**src/rtl/wb_arbiter.sv**
```systemverilog
// Register-file write-port arbiter: pipeline has priority, LU results are buffered and drained in idle cycles.
// Latency: pipeline 1 cycle, LU >= 2 cycles; LU back-pressured by o_lu_ready (FIFO full), pipeline by a one-cycle o_pipe_stall on starvation.
module wb_arbiter #(
  parameter int DATA_WIDTH   = 32,
  parameter int FIFO_DEPTH   = 2,
  parameter int STARVE_LIMIT = 4
) (
  input  logic                  clk,
  input  logic                  rst_n,
  input  logic                  i_wb_wen,
  input  logic [4:0]            i_wb_addr,
  input  logic [DATA_WIDTH-1:0] i_wb_data,
  input  logic                  i_lu_valid,
  output logic                  o_lu_ready,
  input  logic [4:0]            i_lu_addr,
  input  logic [DATA_WIDTH-1:0] i_lu_data,
  output logic                  o_pipe_stall,
  output logic                  o_rd_wen,
  output logic [4:0]            o_rd_addr,
  output logic [DATA_WIDTH-1:0] o_rd_wdata
);

  localparam int PW = (FIFO_DEPTH > 1) ? $clog2(FIFO_DEPTH) : 1;
  localparam logic [PW:0] DEPTH_C = (PW+1)'(FIFO_DEPTH);
  localparam logic [7:0]  LIMIT_C = 8'(STARVE_LIMIT);

  logic [4:0]            fifo_addr [FIFO_DEPTH];
  logic [DATA_WIDTH-1:0] fifo_data [FIFO_DEPTH];
  logic [PW-1:0]         wr_ptr, rd_ptr;
  logic [PW:0]           count, count_nxt;
  logic [7:0]            starve_cnt, starve_nxt;
  logic                  stall_nxt;
  logic                  fifo_empty, push, pop, sel_pipe, pipe_req;

  assign fifo_empty = (count == '0);
  assign o_lu_ready = (count != DEPTH_C);
  assign pipe_req   = i_wb_wen && (i_wb_addr != 5'd0);
  // x0 results complete the handshake but never occupy a slot
  assign push       = i_lu_valid && o_lu_ready && (i_lu_addr != 5'd0);

  always_comb begin
    pop      = 1'b0;
    sel_pipe = 1'b0;
    if (o_pipe_stall) begin
      pop = !fifo_empty;
    end else if (pipe_req) begin
      sel_pipe = 1'b1;
    end else begin
      pop = !fifo_empty;
    end
  end

  always_comb begin
    count_nxt = count;
    case ({push, pop})
      2'b10:   count_nxt = count + 1'b1;
      2'b01:   count_nxt = count - 1'b1;
      default: count_nxt = count;
    endcase
  end

  always_comb begin
    starve_nxt = starve_cnt;
    if (pop || fifo_empty) begin
      starve_nxt = 8'd0;
    end else if (starve_cnt != LIMIT_C) begin
      starve_nxt = starve_cnt + 8'd1;
    end
    // stall is raised on the edge the counter saturates, and always drops after one cycle
    stall_nxt = !o_pipe_stall && (starve_nxt == LIMIT_C);
  end

  always_ff @(posedge clk) begin
    if (push) begin
      fifo_addr[wr_ptr] <= i_lu_addr;
      fifo_data[wr_ptr] <= i_lu_data;
    end
  end

  always_ff @(posedge clk or negedge rst_n) begin
    if (!rst_n) begin
      wr_ptr       <= '0;
      rd_ptr       <= '0;
      count        <= '0;
      starve_cnt   <= 8'd0;
      o_pipe_stall <= 1'b0;
      o_rd_wen     <= 1'b0;
      o_rd_addr    <= 5'd0;
      o_rd_wdata   <= '0;
    end else begin
      count        <= count_nxt;
      starve_cnt   <= starve_nxt;
      o_pipe_stall <= stall_nxt;
      if (push) wr_ptr <= wr_ptr + 1'b1;
      if (pop)  rd_ptr <= rd_ptr + 1'b1;
      if (sel_pipe) begin
        o_rd_wen   <= 1'b1;
        o_rd_addr  <= i_wb_addr;
        o_rd_wdata <= i_wb_data;
      end else if (pop) begin
        o_rd_wen   <= 1'b1;
        o_rd_addr  <= fifo_addr[rd_ptr];
        o_rd_wdata <= fifo_data[rd_ptr];
      end else begin
        o_rd_wen   <= 1'b0;
        o_rd_addr  <= 5'd0;
        o_rd_wdata <= '0;
      end
    end
  end

endmodule

```
**config.mk**
```make
export PLATFORM = sky130hd
export DESIGN_NAME = wb_arbiter
export DESIGN_NICKNAME = d
export VERILOG_FILES = /design/src/rtl/wb_arbiter.sv
export SDC_FILE = /design/constraint.sdc
export NUM_CORES = 1
export LEC_CHECK = 0
export ABC_CLOCK_PERIOD_IN_PS = 3280
export BUFFER_PORTS_ARGS = -buffer_cell sky130_fd_sc_hd__buf_4
export CORE_MARGIN = 2
export CORE_UTILIZATION = 43
export DETAILED_ROUTE_END_ITERATION = 16
export PLACE_DENSITY = 0.63
export SYNTH_ARGS = -nofsm -noshare
export SYNTH_HDL_FRONTEND = slang
export SYNTH_SLANG_ARGS = --single-unit
```
**constraint.sdc**
```tcl
create_clock -name clk -period 3.28 [get_ports clk]
set_input_delay 0.656 -clock clk [delete_from_list [all_inputs] [get_ports clk]]
set_output_delay 0.656 -clock clk [all_outputs]
set_load 0.1 [all_outputs]
```
==> results of run 1 <==
-- through the flow --
step | instance area, µm² | utilization (%) | TNS [ps] | setup slack, ps
floorplan | 4872 | - | -21030 | -284.2
global placement | 5887 | 53.83 | 0 | 813.7
detailed placement | 5887 | 53.83 | 0 | 711.9
CTS | 6476 | 59.22 | 0 | 1109
global route | 6476 | 59.22 | 0 | 946.4
finish | 6476 | 59.22 | 0 | 1131
-- sequential cells by signal, indices dropped and copies added, names as in the netlist --
name	flops
o_rd_addr	5
fifo_addr	10
rd_ptr	1
o_pipe_stall	1
count	2
fifo_data	64
wr_ptr	1
o_rd_wen	1
o_rd_wdata	32
starve_cnt	8
-- area by class of cell --
| cell class | instances | area share [%] |
|---|---|---|
| flip-flops and latches | 125 | 54.04 |
| clock inverters | 9 | 2.241 |
| multi-input cells | 174 | 19.51 |
| inverters | 4 | 0.2318 |
| clock buffers | 22 | 6.859 |
| well taps | 140 | 2.705 |
| repair buffers | 121 | 14.41 |
-- synth_stat cells --
cell type / number
sky130_fd_sc_hd__edfxtp_1: 74
sky130_fd_sc_hd__dfrtp_1: 51
sky130_fd_sc_hd__nand2_1: 41
sky130_fd_sc_hd__mux2i_1: 38
sky130_fd_sc_hd__o31ai_1: 31
sky130_fd_sc_hd__nor2_1: 11
sky130_fd_sc_hd__buf_6: 7
sky130_fd_sc_hd__xnor2_1: 7
sky130_fd_sc_hd__clkbuf_1: 6
sky130_fd_sc_hd__nor3_1: 5
sky130_fd_sc_hd__xor2_1: 5
sky130_fd_sc_hd__inv_1: 4
sky130_fd_sc_hd__o31ai_2: 4
sky130_fd_sc_hd__ha_1: 3
sky130_fd_sc_hd__nand3_1: 3
sky130_fd_sc_hd__nand4_1: 3
sky130_fd_sc_hd__o21ai_0: 3
sky130_fd_sc_hd__nand2b_1: 2
sky130_fd_sc_hd__nor4_1: 2
sky130_fd_sc_hd__a211oi_1: 1
sky130_fd_sc_hd__a21oi_1: 1
sky130_fd_sc_hd__and2_1: 1
sky130_fd_sc_hd__and4_1: 1
sky130_fd_sc_hd__buf_1: 1
sky130_fd_sc_hd__buf_2: 1
sky130_fd_sc_hd__buf_4: 1
sky130_fd_sc_hd__mux2_2: 1
sky130_fd_sc_hd__nand3b_1: 1
sky130_fd_sc_hd__nor2b_1: 1
sky130_fd_sc_hd__o211a_1: 1
sky130_fd_sc_hd__o211ai_2: 1
sky130_fd_sc_hd__o21a_1: 1
sky130_fd_sc_hd__o21a_4: 1
sky130_fd_sc_hd__o21ai_2: 1
sky130_fd_sc_hd__o32a_1: 1
sky130_fd_sc_hd__or3_1: 1
sky130_fd_sc_hd__or4_1: 1
sky130_fd_sc_hd__or4_4: 1
-- path summary, 6_finish.rpt --
check | from | end | slack [ps] | cells after the start
setup / recovery | o_pipe_stall | o_pipe_stall | 1130 | 4
hold / removal | rst_n | o_rd_wdata[27] | 290 | 1
setup reg to reg | o_pipe_stall | o_pipe_stall | 1130 | 4
hold reg to reg | fifo_addr[0][4] | o_rd_addr[4] | 550 | 2
max in group asynchronous | rst_n | rd_ptr | 2500 | 1
min in group clk | i_lu_data[20] | fifo_data[1][20] | 430 | 1
-- power by group --
part	leakage [nW]	total, mW	switching, mW	internal (mW)
logic	1.13	2.23	1.62	0.612
clock network	0.283	1.86	0.603	1.26
registers	1.32	2.35	0.263	2.09
total	2.73	6.44	2.48	3.96
-- cells by family (layout without fill, tap and decap cells) --
kind of cell,count (synthesis),in the layout,synth area share (%)
AOI/OAI and AO/OA,46,46,7.678
DFF,125,125,71.80
and+or+nand+nor,74,74,6.831
xor gates and xnor gates,12,12,2.157
buffers and inverters,20,156,2.722
muxes,39,39,8.038
adders and majority gates,3,3,0.7705
-- worst max-delay path: stages, from the launching register on --
cell and delay (ps):
sky130_fd_sc_hd__dfrtp_1 420, sky130_fd_sc_hd__nor2b_1 460, sky130_fd_sc_hd__o21a_4 560, sky130_fd_sc_hd__nand3b_1 300, sky130_fd_sc_hd__o211a_1 290
-- routing by layer --
layer | wire, µm | vias to the layer above | part of all wire, %
li1 | - | 1438 | -
met3 | 657 | 9 | 6.9
met5 | 0 | - | 0
met1 | 3871 | 1391 | 41
met2 | 4821 | 90 | 51
met4 | 107 | 0 | 1.1
==> results_dict.tcl, run 1 <==
set metrics [dict create \
    antenna-diode-count 0 \
    post_synth_main_area_contributors "sky130_fd_sc_hd__edfxtp_1 (46%), sky130_fd_sc_hd__dfrtp_1 (26%), sky130_fd_sc_hd__mux2i_1 (7.8%)" \
    timing.setup.critical_path_class "reg -> reg" \
    synth_nets 400 \
    worst_setup_path_end_kind "flop" \
    global_route.usage.met1_pct 19.48 \
    met2_usage_pct 28.75 \
    hold_ws_ps 293.1 \
    cts.repair_timing.setup_buffer_count 0 \
    clkLatencyLatePin_ps 410 \
    clock-root-buffer "sky130_fd_sc_hd__clkbuf_16" \
    grt_first_pass_wirelength_um 15880 \
    final_nets 524 \
    mostFrequentLayoutCell "sky130_fd_sc_hd__buf_4" \
    postSynthRegisterBits 125 \
    synth_top_cell_area_share_pct 45.61 \
    detail_route.wl_per_cell_um 15.89 \
    worst_ep_arrival_time_ps 2430 \
    most-common-layout-cells "sky130_fd_sc_hd__buf_4 (119), sky130_fd_sc_hd__edfxtp_1 (74), sky130_fd_sc_hd__dfrtp_1 (50)" \
    final.fill_count 884 \
    detailed_place_hpwl_um 6300 \
    min_path_type "in -> async" \
    width_of_the_chip_um 110.4 \
    yosys_warnings 0 \
    postSynthAreaPerCell_um2 15.27 \
    power-per-cell-area_nw_per_um2 994.3 \
    setup_repair_after_global_routing_missed_its_margin "false" \
    crit_path_max_fanout 45 \
    leakage_nw 2.734 \
    globalplace.congestion 0.7965 \
    skew_ps 9.162 \
    tritoncts.num_buffers 17 \
    worst_ep_required_time_ps 3560 \
    multi_input_gate_area_in_the_final_layout_um2 1264 \
    area_added_between_synthesis_and_finish_pct 32.92 \
    via_per_inst 4.921 \
    route.final.wire_length_um 9457 \
    setup-violations-final 0 \
    drt_pass_1_iters 5 \
    synth_sequential_area_ratio_pct 71.80 \
    worst_slew_pin_slew_ps 1164 \
    worst_setup_path_start_kind "flop" \
    cts.htree.levels 4 \
    grt_pass1_vias 3201 \
    placedCellCount 564 \
    drv_cap 0 \
    run_status "finished clean" \
    layout-drive-gt1-share_pct 34.73 \
    area_of_the_core_um2 10940 \
    buffer_ports.inserted 117 \
    quantity_of_hold_fixing_buffers_added_after_cts 0 \
    design.die.area_um2 12200 \
    die_h_um 110.4 \
    top_usage_layer "met2" \
    drt_iter0_drc 121 \
    drt_drc_violations_left 0 \
    clkSinkCount 125 \
    vias 2928 \
    max_freq_ghz 0.4654 \
    overall_power_mw 6.439 \
    worst_ir_drop_vdd_v 0.0005463 \
    tritoncts "done" \
    clk_pin_slew_ps 50 \
    largest_net_degree_at_the_start_of_global_routing 52 \
    slew_headroom_pct 22.41 \
    ctsResizeCount 0 \
    num_io_pins 118 \
    ys_types 38 \
    layoutNonFillerInstCount 595 \
    grt_remaining_overflow 0 \
    antenna_found_initial 0 \
    cts-root-to-sink-buffers 2 \
    syn-instance-count 319 \
    mappedNetlistArea_um2 4872 \
    slew_viol_final 0 \
    global_route_met3_usage_pct 6.422 \
    global_route_usage_sum_pct 16.92 \
    synth_top_area_cell "sky130_fd_sc_hd__edfxtp_1" \
    fin_crit_sh_pct 65.51 \
    start_util_pct 44.55 \
    final.min_clock_period_ps 2149 \
    placement_rows 38 \
    antenna_left 0 \
    sequential_cell_area_um2 3500 \
    hold_viol_final 0 \
]
Power figures use the tool's default switching activity.
==> run 2, diff against run 1 <==
--- a/config.mk
+++ b/config.mk
@@ -5,7 +5,7 @@
 export SDC_FILE = /design/constraint.sdc
 export NUM_CORES = 1
 export LEC_CHECK = 0
-export ABC_CLOCK_PERIOD_IN_PS = 3280
+export ABC_CLOCK_PERIOD_IN_PS = 2140
 export BUFFER_PORTS_ARGS = -buffer_cell sky130_fd_sc_hd__buf_4
 export CORE_MARGIN = 2
 export CORE_UTILIZATION = 43
==> constraint.sdc (replaced) <==
create_clock -name clk -period 2.14 [get_ports clk]
set_input_delay 0.428 -clock clk [delete_from_list [all_inputs] [get_ports clk]]
set_output_delay 0.428 -clock clk [all_outputs]
set_load 0.1 [all_outputs]
==> run 2 against run 1 <==
Fmax up 8.1%. Worst hold slack worse by 230 ps. Register-to-register slack worse by 980 ps. Utilization up 0.46 points. Power up 53%. Highest routed layer unchanged.
==> results_dict.tcl, run 2 (same netlist as run 1, synthesis figures left out) <==
set metrics [dict create \
    run_status "finished clean" \
    drt_iter0_drc 87 \
    pwr-share-clk_pct 28.2 \
    flip_flop_count_of_the_largest_register_all_copies_and_words_added 64 \
    p_seq_share_pct 34.7 \
    chain_of_cells_forming_the_critical_path "nand2b_4 > o211ai_2 > buf_4 > nor2_4" \
    cts.repair_timing.setup_buffer_count 0 \
    placedCellCount 572 \
    antenna-diode-count 0 \
    width_of_the_chip_um 110.4 \
    layout_top_registers "fifo_data: 64 flops, o_rd_wdata: 32 flops, fifo_addr: 10 flops" \
    max_freq_ghz 0.5032 \
    route.final.wire_length_um 9423 \
    clkLatencyLatePin_ps 410 \
    fin_crit_sh_pct 92.87 \
    area_added_between_synthesis_and_finish_pct 33.95 \
    final.min_clock_period_ps 1987 \
    setup-violations-final 0 \
    area_of_the_core_um2 10940 \
    drv_cap 0 \
    cp.buffers_inverters 1 \
    design.die.area_um2 12200 \
    detail_route.wl_per_cell_um 15.60 \
    global_route_usage_sum_pct 16.39 \
    ctsResizeCount 0 \
    quantity_of_hold_fixing_buffers_added_after_cts 0 \
    hold_viol_final 0 \
    grt_first_pass_wirelength_um 15350 \
    mostFrequentLayoutCell "sky130_fd_sc_hd__buf_4" \
    combinationalPowerShare_pct 37.1 \
    start_util_pct 44.55 \
    most-common-layout-cells "sky130_fd_sc_hd__buf_4 (128), sky130_fd_sc_hd__edfxtp_1 (74), sky130_fd_sc_hd__dfrtp_1 (49)" \
    worst_ir_drop_vdd_v 0.0008743 \
    worst_slew_pin_slew_ps 1084 \
    critical_path_depth 4 \
    hold_ws_ps 64.40 \
    worst_path_max_delay_cell "sky130_fd_sc_hd__nor2_4" \
    buffer_ports.inserted 117 \
    clock-root-buffer "sky130_fd_sc_hd__clkbuf_16" \
    largest_net_degree_at_the_start_of_global_routing 52 \
    layoutNonFillerInstCount 604 \
    drt_drc_violations_left 0 \
    min_path_type "in -> async" \
    largest-register "fifo_data" \
    power-per-cell-area_nw_per_um2 1506 \
    globalplace.congestion 0.7027 \
    layout-drive-gt1-share_pct 37.50 \
    switching_power_mw 3.912 \
    skew_ps 9.241 \
    tritoncts.num_buffers 17 \
    grt_remaining_overflow 0 \
    final.setup.worst_slack_ps 152.6 \
    timing.setup.critical_path_class "reg -> reg" \
    cell_internal_power_mw 5.919 \
    leakage_nw 2.762 \
    antenna_left 0 \
    reg2regPathDepth 4 \
    worst_path_dominant_cell_family "simple AND/OR/NAND/NOR gates" \
    critPathMaxStageDelay_ps 830 \
    netSwitchingFraction_pct 39.79 \
    vias 2954 \
    final_nets 532 \
    crit_path_max_fanout 37 \
    drt_pass_1_iters 6 \
    tritoncts "done" \
    die_h_um 110.4 \
    antenna_found_initial 0 \
    cts.htree.levels 4 \
    via_per_inst 4.891 \
    setup_repair_after_global_routing_missed_its_margin "false" \
    worst_setup_path_end_kind "flop" \
    slew_viol_final 0 \
    worst_ep_required_time_ps 2160 \
    slew_headroom_pct 27.57 \
    grt_pass1_vias 3116 \
    detailed_place_hpwl_um 6258 \
    worst_setup_path_start_kind "flop" \
    num_io_pins 118 \
    dp_slack_ps -5.644 \
    cts-root-to-sink-buffers 2 \
    placement_rows 38 \
    worst_ep_arrival_time_ps 2010 \
    clk_pin_slew_ps 60 \
    clkSinkCount 125 \
]
[run 2: power by group through the flow]
stage | combinational (mW) | sequential (mW) | clock [mW]
after floorplan | 1.23 | 4.98 | 0
after global placement | 3.67 | 3.44 | 0
after detailed placement | 3.69 | 3.46 | 0
after CTS | 3.70 | 3.42 | 2.83
after global routing | 3.86 | 3.47 | 2.91
final | 3.65 | 3.41 | 2.77
[run 2: worst reg2reg max path, cell delays in order (launching register included)]
cell	delay, ps
sky130_fd_sc_hd__dfrtp_1	410
sky130_fd_sc_hd__nand2b_4	90
sky130_fd_sc_hd__o211ai_2	80
sky130_fd_sc_hd__buf_4	160
sky130_fd_sc_hd__nor2_4	830
[run 2: per-stage QoR]
stage	setup TNS (ps)	area [µm²]	util (%)	power, mW
6_report	0	6526	59.68	9.830
5_1_grt	0	6526	59.68	10.24
4_1_cts	0	6526	59.68	9.944
3_5_place_dp	-162.4	5946	54.37	7.152
3_3_place_gp	-358.9	5946	54.37	7.106
2_1_floorplan	0	4898	-	6.206
[run 2: layer usage]
layer,share of wire (%),global-route usage [%],vias up
met5,0,0,-
met4,1.5,7.250,0
met3,6.3,5.818,13
met2,50,26.83,89
met1,42,19.56,1404
li1,-,-,1448
[run 2: layout make-up]
type                       instances  area [µm²]
sequential                       125        3501
clock buffer                      19       442.9
multi-input combinational        174        1274
inverter                           4       15.01
tap                              140       175.2
fill                             867        4409
timing repair buffer             129       980.9
clock inverter                    13       137.6
[run 2: final timing paths]
check                                 from                to  slack, ps
min in group clk             i_lu_data[19]  fifo_data[0][19]        200
min reg2reg                fifo_addr[0][4]      o_rd_addr[4]        560
min                                  rst_n    o_rd_wdata[29]         60
max                               count[1]   fifo_data[0][9]        150
max in group asynchronous            rst_n            rd_ptr       1590
max reg2reg                       count[1]   fifo_data[0][9]        150
